File: src/rtl/sram_bist.sv
// SRAM self-test master: fills [ADR_LO, ADR_HI] with a selectable pattern over a
// Wishbone-style pipelined master port, reads it back, and reports pass/fail status,
// a saturating error count and the first failing address/data.
module sram_bist #(
   parameter int unsigned AW     = 19,
   parameter int unsigned DW     = 16,
   parameter int unsigned ADR_LO = 0,
   parameter int unsigned ADR_HI = (1 << AW) - 1,
   parameter int unsigned ECW    = 16
) (
   input  logic            clk_i,
   input  logic            reset_i,
   input  logic            start_i,
   input  logic [1:0]      mode_i,
   input  logic            loop_i,
   output logic            cyc_o,
   output logic            stb_o,
   output logic            we_o,
   output logic [DW/8-1:0] sel_o,
   output logic [AW:1]     adr_o,
   output logic [DW-1:0]   dat_o,
   input  logic            ack_i,
   input  logic [DW-1:0]   dat_i,
   input  logic            stall_i,
   output logic            busy_o,
   output logic            done_o,
   output logic            fail_o,
   output logic [ECW-1:0]  err_cnt_o,
   output logic [AW-1:0]   err_adr_o,
   output logic [DW-1:0]   err_dat_o,
   output logic [7:0]      pass_cnt_o
);

   localparam logic [AW-1:0] AdrLo = AW'(ADR_LO);
   localparam logic [AW-1:0] AdrHi = AW'(ADR_HI);

   typedef enum logic [2:0] {
      StIdle,
      StWrReq,
      StWrAck,
      StRdReq,
      StRdAck,
      StDone
   } state_e;

   state_e        state_q;
   logic [1:0]    mode_q;
   logic [AW-1:0] adr_nxt;

   // Test pattern for word address a under the given mode.
   function automatic logic [DW-1:0] pattern(input logic [1:0] mode, input logic [AW-1:0] a);
      logic [31:0] ai;
      ai = 32'(a);
      case (mode)
         2'd0:    pattern = DW'(a);
         2'd1:    pattern = ~(DW'(a));
         2'd2:    pattern = DW'(1) << (ai % DW);
         default: pattern = a[1] ? {(DW/2){2'b01}} : {(DW/2){2'b10}};
      endcase
   endfunction

   // Byte selects are only meaningful while a request is presented.
   assign sel_o   = {(DW/8){stb_o}};
   assign adr_nxt = adr_o + AW'(1);

   // Test sequencer; every bus and status output is registered here.
   always_ff @(posedge clk_i or posedge reset_i) begin
      if (reset_i) begin
         state_q    <= StIdle;
         mode_q     <= 2'd0;
         cyc_o      <= 1'b0;
         stb_o      <= 1'b0;
         we_o       <= 1'b0;
         adr_o      <= '0;
         dat_o      <= '0;
         busy_o     <= 1'b0;
         done_o     <= 1'b0;
         fail_o     <= 1'b0;
         err_cnt_o  <= '0;
         err_adr_o  <= '0;
         err_dat_o  <= '0;
         pass_cnt_o <= 8'd0;
      end else begin
         case (state_q)
            StIdle: begin
               if (start_i) begin
                  mode_q     <= mode_i;
                  fail_o     <= 1'b0;
                  err_cnt_o  <= '0;
                  err_adr_o  <= '0;
                  err_dat_o  <= '0;
                  pass_cnt_o <= 8'd0;
                  done_o     <= 1'b0;
                  busy_o     <= 1'b1;
                  cyc_o      <= 1'b1;
                  stb_o      <= 1'b1;
                  we_o       <= 1'b1;
                  adr_o      <= AdrLo;
                  dat_o      <= pattern(mode_i, AdrLo);
                  state_q    <= StWrReq;
               end
            end
            StWrReq: begin
               if (!stall_i) begin
                  stb_o   <= 1'b0;
                  state_q <= StWrAck;
               end
            end
            StWrAck: begin
               if (ack_i) begin
                  stb_o <= 1'b1;
                  if (adr_o == AdrHi) begin
                     adr_o   <= AdrLo;
                     we_o    <= 1'b0;
                     dat_o   <= '0;
                     state_q <= StRdReq;
                  end else begin
                     adr_o   <= adr_nxt;
                     dat_o   <= pattern(mode_q, adr_nxt);
                     state_q <= StWrReq;
                  end
               end
            end
            StRdReq: begin
               if (!stall_i) begin
                  stb_o   <= 1'b0;
                  state_q <= StRdAck;
               end
            end
            StRdAck: begin
               if (ack_i) begin
                  if (dat_i != pattern(mode_q, adr_o)) begin
                     fail_o <= 1'b1;
                     if (err_cnt_o != '1) begin
                        err_cnt_o <= err_cnt_o + ECW'(1);
                     end
                     // Only the first mismatch since start is recorded.
                     if (!fail_o) begin
                        err_adr_o <= adr_o;
                        err_dat_o <= dat_i;
                     end
                  end
                  if (adr_o == AdrHi) begin
                     cyc_o   <= 1'b0;
                     state_q <= StDone;
                  end else begin
                     stb_o   <= 1'b1;
                     adr_o   <= adr_nxt;
                     state_q <= StRdReq;
                  end
               end
            end
            StDone: begin
               pass_cnt_o <= pass_cnt_o + 8'd1;
               done_o     <= 1'b1;
               if (loop_i) begin
                  // Errors accumulate across looped passes.
                  cyc_o   <= 1'b1;
                  stb_o   <= 1'b1;
                  we_o    <= 1'b1;
                  adr_o   <= AdrLo;
                  dat_o   <= pattern(mode_q, AdrLo);
                  state_q <= StWrReq;
               end else begin
                  busy_o  <= 1'b0;
                  state_q <= StIdle;
               end
            end
            default: state_q <= StIdle;
         endcase
      end
   end

endmodule
File: config.mk
export PLATFORM = sky130hd
export DESIGN_NAME = sram_bist
export DESIGN_NICKNAME = d
export VERILOG_FILES = /design/src/rtl/sram_bist.sv
export SDC_FILE = /design/constraint.sdc
export NUM_CORES = 1
export LEC_CHECK = 0
export ABC_AREA = 1
export ABC_CLOCK_PERIOD_IN_PS = 3200
export CORE_AREA = 2 2 122 124
export DETAILED_ROUTE_END_ITERATION = 8
export DIE_AREA = 0 0 124 126
export MAX_ROUTING_LAYER = met4
export PLACE_DENSITY = 0.77
export SLEW_MARGIN = 10
export SYNTH_ARGS = -nofsm -noshare
export SYNTH_HDL_FRONTEND = slang
export SYNTH_SLANG_ARGS = --single-unit
File: constraint.sdc
create_clock -name clk_i -period 3.2 [get_ports clk_i]
set_input_delay 0.64 -clock clk_i [delete_from_list [all_inputs] [get_ports clk_i]]
set_output_delay 0.64 -clock clk_i [all_outputs]
set_load 0.01 [all_outputs]
==> results.py <==
metrics = {
    "setup_path": {
        "start_kind": "register",
        "reg2reg_depth": 12,
        "regToRegSetupSlack_ns": 0.36,
        "crit_start": "adr_o[2]",
        "worst-path-max-fanout": 15,
        "worst_r2r_endpoint": "adr_o[13]",
        "arrival_ns": 3.06,
        "cpMostUsedCell": "nand2_1",
        "cp_cell_sequence": "ha_1, inv_1, nor2_4, nand3_1, nor2_2, nand2_1, nor2_1, nand4_1, nand2_1, nand2_1, nand2_2, o22ai_1",
        "cp_slowest_cell": "dfrtp_1",
        "end_kind": "register",
        "worst-setup-path-type": "reg -> reg",
        "timing.rr.start": "adr_o[2]",
        "slowest_delay_ns": 0.57,
        "critPathRequiredTime_ns": 3.42,
    },
    "die": {
        "start_util_pct": 47.4,
        "die_h_um": 126,
        "io_pins": 126,
        "core_area_mm2": 0.0143,
        "die_x_um": 124,
        "core.rowCount": 44,
        "die_area_mm2": 0.0156,
    },
    "global_route": {
        "grt_overflow_total": 0,
        "grt_pass1_wl_um": 32000,
        "antenna_found_initial": 0,
        "gr-usage-all-layers_pct": 26.6,
        "grt_pass1_vias": 6247,
        "grt_max_degree": 106,
    },
    "yosys": {
        "synth_cells": 988,
        "synth_area_per_cell_um2": 6.87,
        "ys.flop_type": "dfrtp_1",
        "synthArstFlopShare_pct": 100,
        "yosys_warnings": 0,
        "ys_top_cells_by_area": "dfrtp_1, nand2_1, nor2_1, nand4_1, inv_1",
        "netlist_area_mm2": 0.00678,
        "synth_seq_cells": 105,
        "synth_top_cell_area_share_pct": 38.7,
        "yosysTopAreaCell": "dfrtp_1",
        "synth_seq_area_share_pct": 38.7,
        "synth_nets": 1026,
        "synth-edff-count": 0,
        "ys_types": 38,
    },
    "sta": {
        "rsz0062_at_grt": "no",
        "worst_slew_pin_slew_ns": 0.607,
        "setup_violations": 0,
        "relSlewSlack_pct": 59.6,
        "fin_setup_tns_ns": 0,
        "finalHoldViolations": 0,
        "period_minus_slack_ns": 2.84,
        "fin_crit_sh_pct": 88.9,
        "clock_skew_ns": 0.00706,
        "drv_slew": 0,
        "fmax_mhz": 352,
    },
    "finish": {
        "num_antenna_cells": 0,
        "fin_cells": 1281,
        "nFillCells": 1354,
        "layout_commonest_cell": "nand2_1",
        "syn_to_final_growth_pct": 24.5,
        "nets": 1130,
        "final_cell_mix": "nand2_1, clkdlybuf4s50_1, nor2_1",
        "register_area_mm2": 0.00263,
        "multi_input_area_mm2": 0.00350,
        "drive_gt1_share_pct": 4.83,
        "final_util_pct": 59.0,
    },
    "route": {
        "drt_iter0_drc": 877,
        "drtPass1Iterations": 8,
        "vias": 6936,
        "totalWireLength_um": 19700,
        "via_per_inst": 5.41,
        "drc": 0,
        "wl_per_cell_um": 15.4,
        "ant_nets": 0,
    },
    "clocking": {
        "path_clk_slew_ns": 0.07,
        "clkLatencyLatePin_ns": 0.36,
        "cts_sinks": 105,
        "cts_buffers": 9,
        "cts_tree": "built",
        "root_buffer": "clkbuf_16",
        "cts_buffer_depth": 2,
        "cts_hold_buffers": 0,
        "htreeDepth": 3,
        "cts_resized": 0,
        "cts_setup_buffers": 0,
    },
    "placement": {
        "dpl.hpwl_um": 14100,
        "post-place-cells": 1265,
        "port_buffers": 125,
        "place_congestion": 0.943,
    },
    "power": {
        "p_clk_share_pct": 19.5,
        "intPower_w": 0.00337,
        "p_seq_share_pct": 29.6,
        "power_frac_comb_pct": 50.9,
        "leakagePower_nw": 4.02,
        "p_sw_w": 0.00263,
        "switching_share_pct": 43.8,
        "cellPowerDensity_mw_per_mm2": 709,
        "ir_worst_vdd_mv": 0.573,
    },
    "min_path": {
        "hold_path.class": "reg -> reg",
        "holdPathStages": 2,
        "whs_endpoint": "err_adr_o[14]",
        "min_from": "err_adr_o[14]",
    },
    "outcome": {
        "outcome": "complete, no violations",
    },
    "flow_run": {
        "cap_violations": 0,
    },
}
[worst max-delay path by stage]
stage | depth (start not counted) | to
floorplan | 15 | err_dat_o[0]
global placement | 9 | dat_o[3]
detailed placement | 9 | dat_o[3]
CTS | 12 | adr_o[13]
global route | 12 | adr_o[6]
finish | 12 | adr_o[13]
[power by group through the flow]
stage | combinational, W | sequential, W | clock [W]
2_1_floorplan | 0.00200 | 0.00184 | 0
3_3_place_gp | 0.00296 | 0.00179 | 0
3_5_place_dp | 0.00300 | 0.00179 | 0
4_1_cts | 0.00304 | 0.00177 | 0.00119
5_1_grt | 0.00342 | 0.00180 | 0.00123
6_report | 0.00305 | 0.00177 | 0.00117
[routing by layer]
metal / share of wire [%] / vias up / global-route usage (%)
met3: 7.5 / 26 / 3.99
li1: - / 3437 / -
met4: 1.8 / 0 / 8.39
met2: 45 / 267 / 39.1
met5: 0 / - / -
met1: 46 / 3206 / 38.0
[area by class of cell]
| class | count | area share (%) |
|---|---|---|
| clock inverters | 2 | 0.415 |
| clock buffers | 14 | 3.24 |
| repair buffers | 141 | 16.4 |
| well taps | 184 | 2.73 |
| multi-input cells | 730 | 41.4 |
| flip-flops and latches | 105 | 31.1 |
| inverters | 105 | 4.71 |
[critical path, delay by kind of cell (launching register included)]
| family | cells | cell delay, ns |
|---|---|---|
| AND/OR/NAND/NOR | 9 | 1.60 |
| flip-flops | 1 | 0.57 |
| adder cells (fa/ha/maj) | 1 | 0.30 |
| AO/OA/AOI/OAI | 1 | 0.11 |
| buffers and inverters | 1 | 0.10 |
[state kept, by name (all words and copies together) (netlist names)]
| signal | flops |
|---|---|
| done_o | 1 |
| adr_o | 19 |
| stb_o | 1 |
| err_adr_o | 19 |
| fail_o | 1 |
| we_o | 1 |
| state_q | 3 |
| pass_cnt_o | 8 |
| err_cnt_o | 16 |
| mode_q | 2 |
| busy_o | 1 |
| dat_o | 16 |
| cyc_o | 1 |
| err_dat_o | 16 |
[metrics by stage]
step / power, W / hold WS (ns) / instance area [µm²] / setup WS [ns]
after floorplan: 0.00385 / 0.503 / 6790 / 1.02
after detailed placement: 0.00480 / 0.458 / 8140 / 0.453
after global routing: 0.00645 / 0.490 / 8450 / 0.169
after global placement: 0.00476 / 0.457 / 8140 / 0.460
after CTS: 0.00599 / 0.475 / 8450 / 0.438
final: 0.00599 / 0.470 / 8450 / 0.357
[kinds of logic (layout without fill, tap and decap cells)]
logic type | after synthesis | count (layout) | share of synthesized area [%]
simple gates | 584 | 584 | 37.3
buf+inv | 153 | 262 | 9.74
compound gates | 121 | 121 | 10.2
flops | 105 | 105 | 38.7
fa+ha+maj | 14 | 14 | 2.58
xor+xnor | 11 | 11 | 1.42
[cell usage after synthesis (4+ instances only)]
cell	n
a21oi_1	40
buf_2	12
buf_4	9
buf_6	5
clkbuf_1	21
dfrtp_1	105
ha_1	14
inv_1	99
inv_2	4
nand2_1	307
nand2_2	4
nand3_1	63
nand4_1	60
nor2_1	118
nor2_2	5
nor3_1	14
o2111ai_1	6
o21ai_0	44
o22ai_1	16
xor2_1	11
(Power assumes the default switching activity.)
